$ cat config.mk
export PLATFORM = sky130hd
export DESIGN_NAME = tinyqv_irq_ctrl
export DESIGN_NICKNAME = d
export VERILOG_FILES = /design/src/rtl/tinyqv_irq_ctrl.sv
export SDC_FILE = /design/constraint.sdc
export NUM_CORES = 1
export LEC_CHECK = 0
export CAP_MARGIN = 5
export CELL_PAD_IN_SITES_DETAIL_PLACEMENT = 1
export CELL_PAD_IN_SITES_GLOBAL_PLACEMENT = 1
export CORE_MARGIN = 2
export CORE_UTILIZATION = 36
export CTS_CLUSTER_SIZE = 8
export DETAILED_ROUTE_END_ITERATION = 16
export PLACE_DENSITY_LB_ADDON = 0.1
export SYNTH_ARGS = -nofsm -noshare
export SYNTH_HDL_FRONTEND = slang
export SYNTH_SLANG_ARGS = --single-unit
$ cat constraint.sdc
create_clock -name clk -period 2.48 [get_ports clk]
set_input_delay 0.496 -clock clk [delete_from_list [all_inputs] [get_ports clk]]
set_output_delay 0.496 -clock clk [all_outputs]
set_load 0.02 [all_outputs]
$ cat src/rtl/tinyqv_irq_ctrl.sv
// -----------------------------------------------------------------------------
// tinyqv_irq_ctrl
//
// Interrupt controller for a nibble-serial RISC-V core. CSRs are transferred
// four bits at a time: on every clock the core presents nibble `counter` of a
// 32-bit CSR. Reads return that nibble combinationally. Writes commit on the
// same clock edge.
//
// CSR map:
//   0x304 mie : bit 7 = timer enable, bit 16+i = source i enable
//   0x344 mip : bit 7 = timer_irq (read-only), bit 16+i = source i pending
//   0x7C0 edge: bit i = 1 -> source i is edge-triggered, 0 -> level
//
// Ports:
//   clk, rst          clock, asynchronous active-high reset
//   counter           nibble index 0..7 of the current CSR beat
//   csr_addr/op/wdata CSR access (op: 00 none, 01 write, 10 set, 11 clear)
//   csr_rdata         current nibble of the addressed CSR (0 if unmapped)
//   irq_in            external request lines
//   timer_irq         timer request, always level
//   global_ie         mstatus.MIE from the core
//   irq_ack           core takes the interrupt this cycle
//   interrupt_pending global_ie AND any enabled pending source
//   mcause_code       cause of the last acknowledged interrupt (registered)
// -----------------------------------------------------------------------------
module tinyqv_irq_ctrl #(
    parameter int                 NUM_IRQ    = 4,
    parameter logic [NUM_IRQ-1:0] EDGE_RESET = 4'b0011
) (
    input  logic               clk,
    input  logic               rst,
    input  logic [2:0]         counter,
    input  logic [11:0]        csr_addr,
    input  logic [1:0]         csr_op,
    input  logic [3:0]         csr_wdata,
    output logic [3:0]         csr_rdata,
    input  logic [NUM_IRQ-1:0] irq_in,
    input  logic               timer_irq,
    input  logic               global_ie,
    input  logic               irq_ack,
    output logic               interrupt_pending,
    output logic [4:0]         mcause_code
);

    localparam logic [11:0] ADDR_MIE  = 12'h304;
    localparam logic [11:0] ADDR_MIP  = 12'h344;
    localparam logic [11:0] ADDR_EDGE = 12'h7C0;

    logic               mie_timer_r;
    logic [NUM_IRQ-1:0] mie_irq_r;
    logic [NUM_IRQ-1:0] pend_r;
    logic [NUM_IRQ-1:0] edge_mode_r;
    logic [NUM_IRQ-1:0] last_irq_r;
    logic [4:0]         mcause_r;

    logic [31:0]        mie_word_s;
    logic [31:0]        mip_word_s;
    logic [31:0]        edge_word_s;
    logic [31:0]        active_s;
    logic [31:0]        sel_word_s;
    logic [31:0]        new_word_s;
    logic               hit_s;
    logic [4:0]         nib_lsb_s;
    logic [3:0]         cur_nibble_s;
    logic [3:0]         new_nibble_s;
    logic               wr_en_s;
    logic               mie_we_s;
    logic               mip_we_s;
    logic               edge_we_s;
    logic [NUM_IRQ-1:0] src_active_s;
    logic [NUM_IRQ-1:0] src_first_s;
    logic [4:0]         src_code_s;
    logic [4:0]         win_code_s;
    logic [NUM_IRQ-1:0] win_src_s;
    logic               ack_take_s;
    logic [NUM_IRQ-1:0] edge_next_s;
    logic [NUM_IRQ-1:0] pend_csr_s;
    logic [NUM_IRQ-1:0] pend_ack_s;
    logic [NUM_IRQ-1:0] rise_s;
    logic [NUM_IRQ-1:0] pend_next_s;
    logic               unused_s;

    // Assemble the architectural 32-bit views of the three CSRs.
    always_comb begin
        mie_word_s                   = 32'd0;
        mip_word_s                   = 32'd0;
        edge_word_s                  = 32'd0;
        mie_word_s[7]                = mie_timer_r;
        mie_word_s[16 +: NUM_IRQ]    = mie_irq_r;
        mip_word_s[7]                = timer_irq;
        // Edge sources show the latched pend bit, level sources the raw line.
        mip_word_s[16 +: NUM_IRQ]    = (edge_mode_r & pend_r) | (~edge_mode_r & irq_in);
        edge_word_s[NUM_IRQ-1:0]     = edge_mode_r;
    end

    assign active_s          = mip_word_s & mie_word_s;
    assign interrupt_pending = global_ie & (|active_s);
    assign nib_lsb_s         = {counter, 2'b00};

    // Address decode and selection of the word being accessed.
    always_comb begin
        sel_word_s = 32'd0;
        hit_s      = 1'b0;
        case (csr_addr)
            ADDR_MIE:  begin sel_word_s = mie_word_s;  hit_s = 1'b1; end
            ADDR_MIP:  begin sel_word_s = mip_word_s;  hit_s = 1'b1; end
            ADDR_EDGE: begin sel_word_s = edge_word_s; hit_s = 1'b1; end
            default:   begin sel_word_s = 32'd0;       hit_s = 1'b0; end
        endcase
    end

    assign cur_nibble_s = sel_word_s[nib_lsb_s +: 4];
    assign csr_rdata    = cur_nibble_s;

    // Apply the CSR operation to the selected nibble.
    always_comb begin
        new_nibble_s = cur_nibble_s;
        case (csr_op)
            2'b01:   new_nibble_s = csr_wdata;
            2'b10:   new_nibble_s = cur_nibble_s | csr_wdata;
            2'b11:   new_nibble_s = cur_nibble_s & ~csr_wdata;
            default: new_nibble_s = cur_nibble_s;
        endcase
    end

    // Splice the updated nibble back into the word; fields pick their bits out.
    always_comb begin
        new_word_s                   = sel_word_s;
        new_word_s[nib_lsb_s +: 4]   = new_nibble_s;
    end

    assign wr_en_s   = hit_s & (csr_op != 2'b00);
    assign mie_we_s  = wr_en_s & (csr_addr == ADDR_MIE);
    assign mip_we_s  = wr_en_s & (csr_addr == ADDR_MIP);
    assign edge_we_s = wr_en_s & (csr_addr == ADDR_EDGE);

    // Lowest-index active source via two's-complement isolate of the lowest set bit.
    assign src_active_s = active_s[16 +: NUM_IRQ];
    assign src_first_s  = src_active_s & (~src_active_s + NUM_IRQ'(1));

    // Fixed priority: timer first, then source 0 upwards.
    always_comb begin
        src_code_s = 5'd0;
        for (int i = 0; i < NUM_IRQ; i++) begin
            src_code_s = src_code_s | (src_first_s[i] ? 5'(16 + i) : 5'd0);
        end
        if (active_s[7]) begin
            win_code_s = 5'd7;
            win_src_s  = '0;
        end else begin
            win_code_s = src_code_s;
            win_src_s  = src_first_s;
        end
    end

    assign ack_take_s = irq_ack & (|active_s);

    // Pend update order: CSR write, then ack clear, then hardware edge set.
    always_comb begin
        if (edge_we_s) begin
            edge_next_s = new_word_s[NUM_IRQ-1:0];
        end else begin
            edge_next_s = edge_mode_r;
        end
        // Software may only write pend bits of edge sources.
        if (mip_we_s) begin
            pend_csr_s = (new_word_s[16 +: NUM_IRQ] & edge_mode_r) | (pend_r & ~edge_mode_r);
        end else begin
            pend_csr_s = pend_r;
        end
        if (ack_take_s) begin
            pend_ack_s = pend_csr_s & ~(win_src_s & edge_mode_r);
        end else begin
            pend_ack_s = pend_csr_s;
        end
        rise_s      = irq_in & ~last_irq_r;
        // Sources that are (or become) level-mode hold pend at 0.
        pend_next_s = (pend_ack_s | rise_s) & edge_next_s;
    end

    // Architectural state.
    always_ff @(posedge clk or posedge rst) begin
        if (rst) begin
            mie_timer_r <= 1'b0;
            mie_irq_r   <= '0;
            pend_r      <= '0;
            edge_mode_r <= EDGE_RESET;
            mcause_r    <= 5'd0;
        end else begin
            if (mie_we_s) begin
                mie_timer_r <= new_word_s[7];
                mie_irq_r   <= new_word_s[16 +: NUM_IRQ];
            end else begin
                mie_timer_r <= mie_timer_r;
                mie_irq_r   <= mie_irq_r;
            end
            pend_r      <= pend_next_s;
            edge_mode_r <= edge_next_s;
            if (ack_take_s) begin
                mcause_r <= win_code_s;
            end else begin
                mcause_r <= mcause_r;
            end
        end
    end

    // Edge-detect history keeps sampling through reset so lines already high
    // at release are not mistaken for a fresh rising edge.
    always_ff @(posedge clk) begin
        last_irq_r <= irq_in;
    end

    assign mcause_code = mcause_r;

    // Bits of the spliced word that no field uses.
    assign unused_s = ^new_word_s;

endmodule

After elaboration in Yosys (flattened, before gate mapping)
Cells that the tools add are included.

storage, ports and cells
  flip-flop bits (word level) = 22
  output and inout port bits = 10

operators by class
  add/subtract/negate cells = 2
  equality and inequality tests = 6
  shift-type cells = 3
  muxes and demuxes = 13
  bitwise operators = 29
  reductions and logical operators = 3

operators by type and width
  kind                                                   count
  case mux 20 bit (3 select lines)                       1
  AND 4 bit                                              10
  bitwise mux 32 bit                                     1
  OR reduction 32 bit                                    1
  variable shift 4 x 7 -> 32 bit, first input constant   1
  indexed part select 32 x 6 -> 4 bit                    1
  indexed part select 4 x 7 -> 32 bit                    1
  2-to-1 mux 5 bit                                       5
  equality test 12 x 10 -> 1 bit, second input constant  2
  AND 20 bit                                             1
  NOT 4 bit                                              5
  2-to-1 mux 4 bit                                       4
  OR 4 bit                                               4
  OR 5 bit                                               3
  equality test 12 x 11 -> 1 bit, second input constant  1
  case mux 4 bit (3 select lines)                        1
  negator 5 -> 7 bit                                     1
  AND 1 bit                                              6
  adder 4 x 1 -> 4 bit, second input constant            1
  equality test 2 bit, second input constant             2
  OR reduction 3 bit                                     1
  equality test 2 x 1 -> 1 bit, second input constant    1
  nonzero test 2 bit                                     1
  2-to-1 mux 1 bit                                       1

Logic depth before layout (Yosys ltp)
  depth in word-level cells = 16
  gate-level depth with buffers = 10
  depth with buffers taken out = 9

Least setup slack after synthesis
No wires, ideal clock.

  path type = in2reg
  start = in csr_addr[11]
  end = reg mie_irq_r[3]
  library setup time = 0.095 ns
  arrival = 2.400 ns
  setup slack = -0.015 ns
  stages on the path = 8
  cell sequence = or4b_1 -> buf_6 -> or3_4 -> or3_1 -> buf_6 -> nor4_2 -> a21oi_1 -> o31ai_1

on the way
  word-level cells in the longest chain between the ends = 7
  elaborated cells between the ends (all ways) = 14
  those cells by class = eq/ne: 3; shift: 2; mux: 4; bitwise: 4; reduce/logical: 1

RTL lines
  element                                                       line      RTL
  start: declaration                                            33        input logic [11:0] csr_addr,
  equality test 12 x 11 -> 1 bit, or another cell as far along  104       case (csr_addr)
  case mux 20 bit (3 select lines)                              104
  indexed part select 32 x 6 -> 4 bit                           112       assign cur_nibble_s = sel_word_s[nib_lsb_s +: 4];
  AND 4 bit or OR 4 bit (tied branches)                         121, 120
  case mux 4 bit (3 select lines)                               118       case (csr_op)
  indexed part select 4 x 7 -> 32 bit                           129       new_word_s[nib_lsb_s +: 4] = new_nibble_s;
  bitwise mux 32 bit                                            129
  end signal: assignment                                        192       mie_irq_r <= new_word_s[16 +: NUM_IRQ];
  end signal: assignment                                        195       mie_irq_r <= mie_irq_r;
  end: declaration                                              50        logic [NUM_IRQ-1:0] mie_irq_r;

Several ways; a longest one is shown, not always the timed one.
A chain may end at the register's enable or synchronous reset.

Worst setup path after layout
  start = in csr_addr[3]
  end = out csr_rdata[3]

on the way
  word-level cells in the longest chain between the ends = 3
  elaborated cells between the ends (all ways) = 5
  those cells by class = eq/ne: 3; shift: 1; mux: 1

RTL lines
  element                                                                           line  RTL
  equality test 12 x 11 -> 1 bit or equality test 12 x 10 -> 1 bit (tied branches)  104
  case mux 20 bit (3 select lines) (*)                                              104
  indexed part select 32 x 6 -> 4 bit (*)                                           112
  end: declaration                                                                  36    output logic [3:0] csr_rdata,

Mark *: on every way between the ends. The rest lies on a longest branch, timed or not.

==> results_dict.tcl <==
set metrics [dict create \
    status "finished, violations left" \
    failed_checks "setup timing" \
    final_period_minus_worst_setup_slack_ps 2530 \
    cts_tree "done" \
    critical_path.cell_chain "buf_6 -> or4b_4 -> nor4_4 -> buf_4 -> o2bb2ai_4 -> or2_4 -> buf_6" \
    setup_ws_ps -46.5 \
    detailedPlacementHpwl_um 4990 \
    floorplan.io_pins 40 \
    cts.reportedPaths.clkPinSlew_ps 80 \
    worst_path_largest_cell_delay_ps 600 \
    die_w_um 70.8 \
    ys_async_sr_fraction 0.810 \
    ir_drop_uv 174 \
    finalClockSkew_ps 5.45 \
    report.final.setup_viol 1 \
    hold_bufs_inserted_after_cts 0 \
    timing.final.crit_share 1.02 \
    worst-endpoint-arrival_ps 2030 \
    edff_count_synth 0 \
    synth_top_cells_by_area "sky130_fd_sc_hd__dfrtp_1 23%, sky130_fd_sc_hd__mux2_2 7.0%, sky130_fd_sc_hd__dfxtp_1 5.0%" \
    synth_fp_nets 216 \
    ys_warn_count 0 \
    synth_cell_types 56 \
    cts-buffers-inserted 3 \
    floorplan.initialDensity 0.371 \
    drt_first_iter_violations 94 \
    post_synthesis_instance_total 183 \
    synth-seq-area-share 0.316 \
    vias 1967 \
    ctsRootBufferMaster "sky130_fd_sc_hd__clkbuf_8" \
    number_of_nets_in_the_layout 323 \
    routabilityCongestion 1.00 \
    h_tree_depth_reported_by_cts 1 \
    synth_largest_area_cell "sky130_fd_sc_hd__dfrtp_1" \
    worst_setup_path_end_kind "primary output" \
    worstSetupPathType "in -> out" \
    syn_avg_cell_area_sq_um 8.77 \
    crit_slowest_cell "sky130_fd_sc_hd__or4b_4" \
    grt_antenna_before_repair 0 \
    drt.antenna.violating_nets 0 \
    finalHoldViolCount 0 \
    global_route_wire_length_before_repair_um 11200 \
    final_hold_slack_ps 522 \
    ctsLongestPathBuffers 2 \
    cellLeakagePower_nw 1.26 \
    place.port_buffers 38 \
    setup_repair_after_global_routing_missed_its_margin "yes" \
    num_antenna_cells 0 \
    fp-row-count 24 \
    pre_repair_dr_iteration_count 4 \
    hold_path_class "reg -> reg" \
    worstPathRequired_ps 1980 \
    layout.filler_cells 503 \
    syn-cell-area_sq_um 1610 \
    pin_count_of_the_biggest_net_entering_global_routing 18 \
    max_clock_freq_mhz 396 \
    max_cap_violations 0 \
    wl_per_cell_um 21.0 \
    synth_flop_cell "sky130_fd_sc_hd__dfrtp_1" \
    layout.cell_area.non_filler_sq_um 2730 \
    all_layer_gr_usage 0.284 \
    clk_latency_ps 260 \
    slew_violations 0 \
    synth_seq_cells 21 \
    grt-ovfl-total 0 \
    synthTopCellsByCount "18 x sky130_fd_sc_hd__nand2_1, 15 x sky130_fd_sc_hd__dfrtp_1, 14 x sky130_fd_sc_hd__a21oi_1" \
    number_of_global_route_vias_before_repair 2182 \
    critPathMaxFanout 5 \
    post_route_cells_drive_above_1_share 0.457 \
    post_dp_cell_area_sq_um 2450 \
    relative_max_transition_margin 0.545 \
    via_per_inst 5.77 \
    critical-path-top-cell-by-count "sky130_fd_sc_hd__buf_6" \
    tritoncts_num_sinks 21 \
    synth_top_cell_area_share 0.234 \
    design.core.area_sq_um 4320 \
    multi_input_comb_area_sq_um 1160 \
    die_y_um 70.8 \
    register_area_sq_um 508 \
    drt-total-wl_um 7160 \
    timing.critical_path.from_type "input port" \
    cell_with_the_most_instances_after_synthesis "sky130_fd_sc_hd__nand2_1" \
    tightest_pin_transition_ps 681 \
    layout-area-overhead-vs-synth_pct 70.2 \
    power_density_nw_per_um2 289 \
    drc_errors 0 \
    fp.dieArea_sq_um 5010 \
]
[worst paths after layout]
kind | start | end | slack [ps] | cells past startpoint
setup reg to reg | edge_mode_r[0] | mie_irq_r[0] | 160 | 6
hold reg to reg | mcause_code[2] | mcause_code[2] | 520 | 1
setup / recovery | csr_addr[3] | csr_rdata[3] | -50 | 7
max in group asynchronous | rst | mie_irq_r[2] | 1410 | 2
hold / removal | mcause_code[2] | mcause_code[2] | 520 | 1
min in group asynchronous | rst | pend_r[2] | 640 | 2
[timing repair]
item                                   4_1_cts  5_1_grt
pin swaps                                   16        7
gates resized for setup                     88       20
buffers inserted                            11        1
endpoints found under the hold margin        0        0
setup endpoints to repair                   17       16
[sequential cells by signal, summed over array words and instances, names as in the netlist]
| register | count |
|---|---|
| mie_irq_r | 4 |
| mie_timer_r | 1 |
| pend_r | 4 |
| edge_mode_r | 4 |
| mcause_code | 4 |
| last_irq_r | 4 |
[cells in the final DEF, fill, tap and decap left out, types with 3 or more instances in the layout]
cell,n
sky130_fd_sc_hd__a211oi_2,3
sky130_fd_sc_hd__a21oi_1,12
sky130_fd_sc_hd__a22oi_2,3
sky130_fd_sc_hd__and2_1,3
sky130_fd_sc_hd__and3_1,3
sky130_fd_sc_hd__buf_2,4
sky130_fd_sc_hd__buf_4,68
sky130_fd_sc_hd__buf_6,11
sky130_fd_sc_hd__clkbuf_2,3
sky130_fd_sc_hd__clkbuf_8,3
sky130_fd_sc_hd__clkdlybuf4s15_1,5
sky130_fd_sc_hd__clkdlybuf4s50_1,17
sky130_fd_sc_hd__dfrtp_1,15
sky130_fd_sc_hd__dfxtp_1,4
sky130_fd_sc_hd__ha_1,3
sky130_fd_sc_hd__inv_1,12
sky130_fd_sc_hd__mux2_2,8
sky130_fd_sc_hd__nand2_1,18
sky130_fd_sc_hd__nand2b_1,3
sky130_fd_sc_hd__nand3_1,7
sky130_fd_sc_hd__nand4_1,3
sky130_fd_sc_hd__nor2_1,7
sky130_fd_sc_hd__nor4_2,3
sky130_fd_sc_hd__nor4_4,3
sky130_fd_sc_hd__o21ai_0,5
[cell families after synthesis]
group,after synthesis,synth area share
XOR/XNOR,3,0.0164
adder cells (fa/ha/maj),3,0.0234
multiplexers,11,0.0764
flip-flops,21,0.316
other,1,0.00234
AND/OR/NAND/NOR,72,0.274
AO/OA/AOI/OAI,52,0.231
buffers and inverters,20,0.0608
[worst max-delay path, delay by kind of cell]
kind,cells,cell delay (ps)
simple gates,3,1050
buf+inv,3,360
compound gates,1,120
[cell type report]
type | instances | area share
multi-input cells | 142 | 0.425
repair buffers | 110 | 0.332
flip-flops and latches | 21 | 0.186
well taps | 52 | 0.0238
clock buffers | 4 | 0.0165
inverters | 12 | 0.0165
[report_power, final]
group	total, mW	switching, mW	internal [mW]
Sequential	0.348	0.00170	0.346
Clock	0.231	0.116	0.115
Combinational	0.211	0.103	0.108
Total	0.789	0.221	0.568
[per-stage QoR]
stage	instances	power, mW	setup TNS, ps	worst slack (ps)	utilization
after global placement	325	0.533	-9860	-922	0.567
after CTS	340	0.776	-27.4	-19.1	0.621
after detailed placement	325	0.542	-11000	-973	0.567
final	341	0.789	-46.5	-46.5	0.632
after global routing	341	0.819	-98.1	-62.1	0.632
after floorplan	183	0.429	0	23.3	-
[metal layers]
| layer | global-route usage | share of wire | vias to the layer above |
|---|---|---|---|
| met3 | 0.0470 | 0.044 | 20 |
| met5 | 0 | 0 | - |
| met1 | 0.337 | 0.41 | 972 |
| met2 | 0.511 | 0.51 | 72 |
| li1 | - | - | 903 |
| met4 | 0.107 | 0.034 | 0 |
Power figures use the tool's default switching activity.
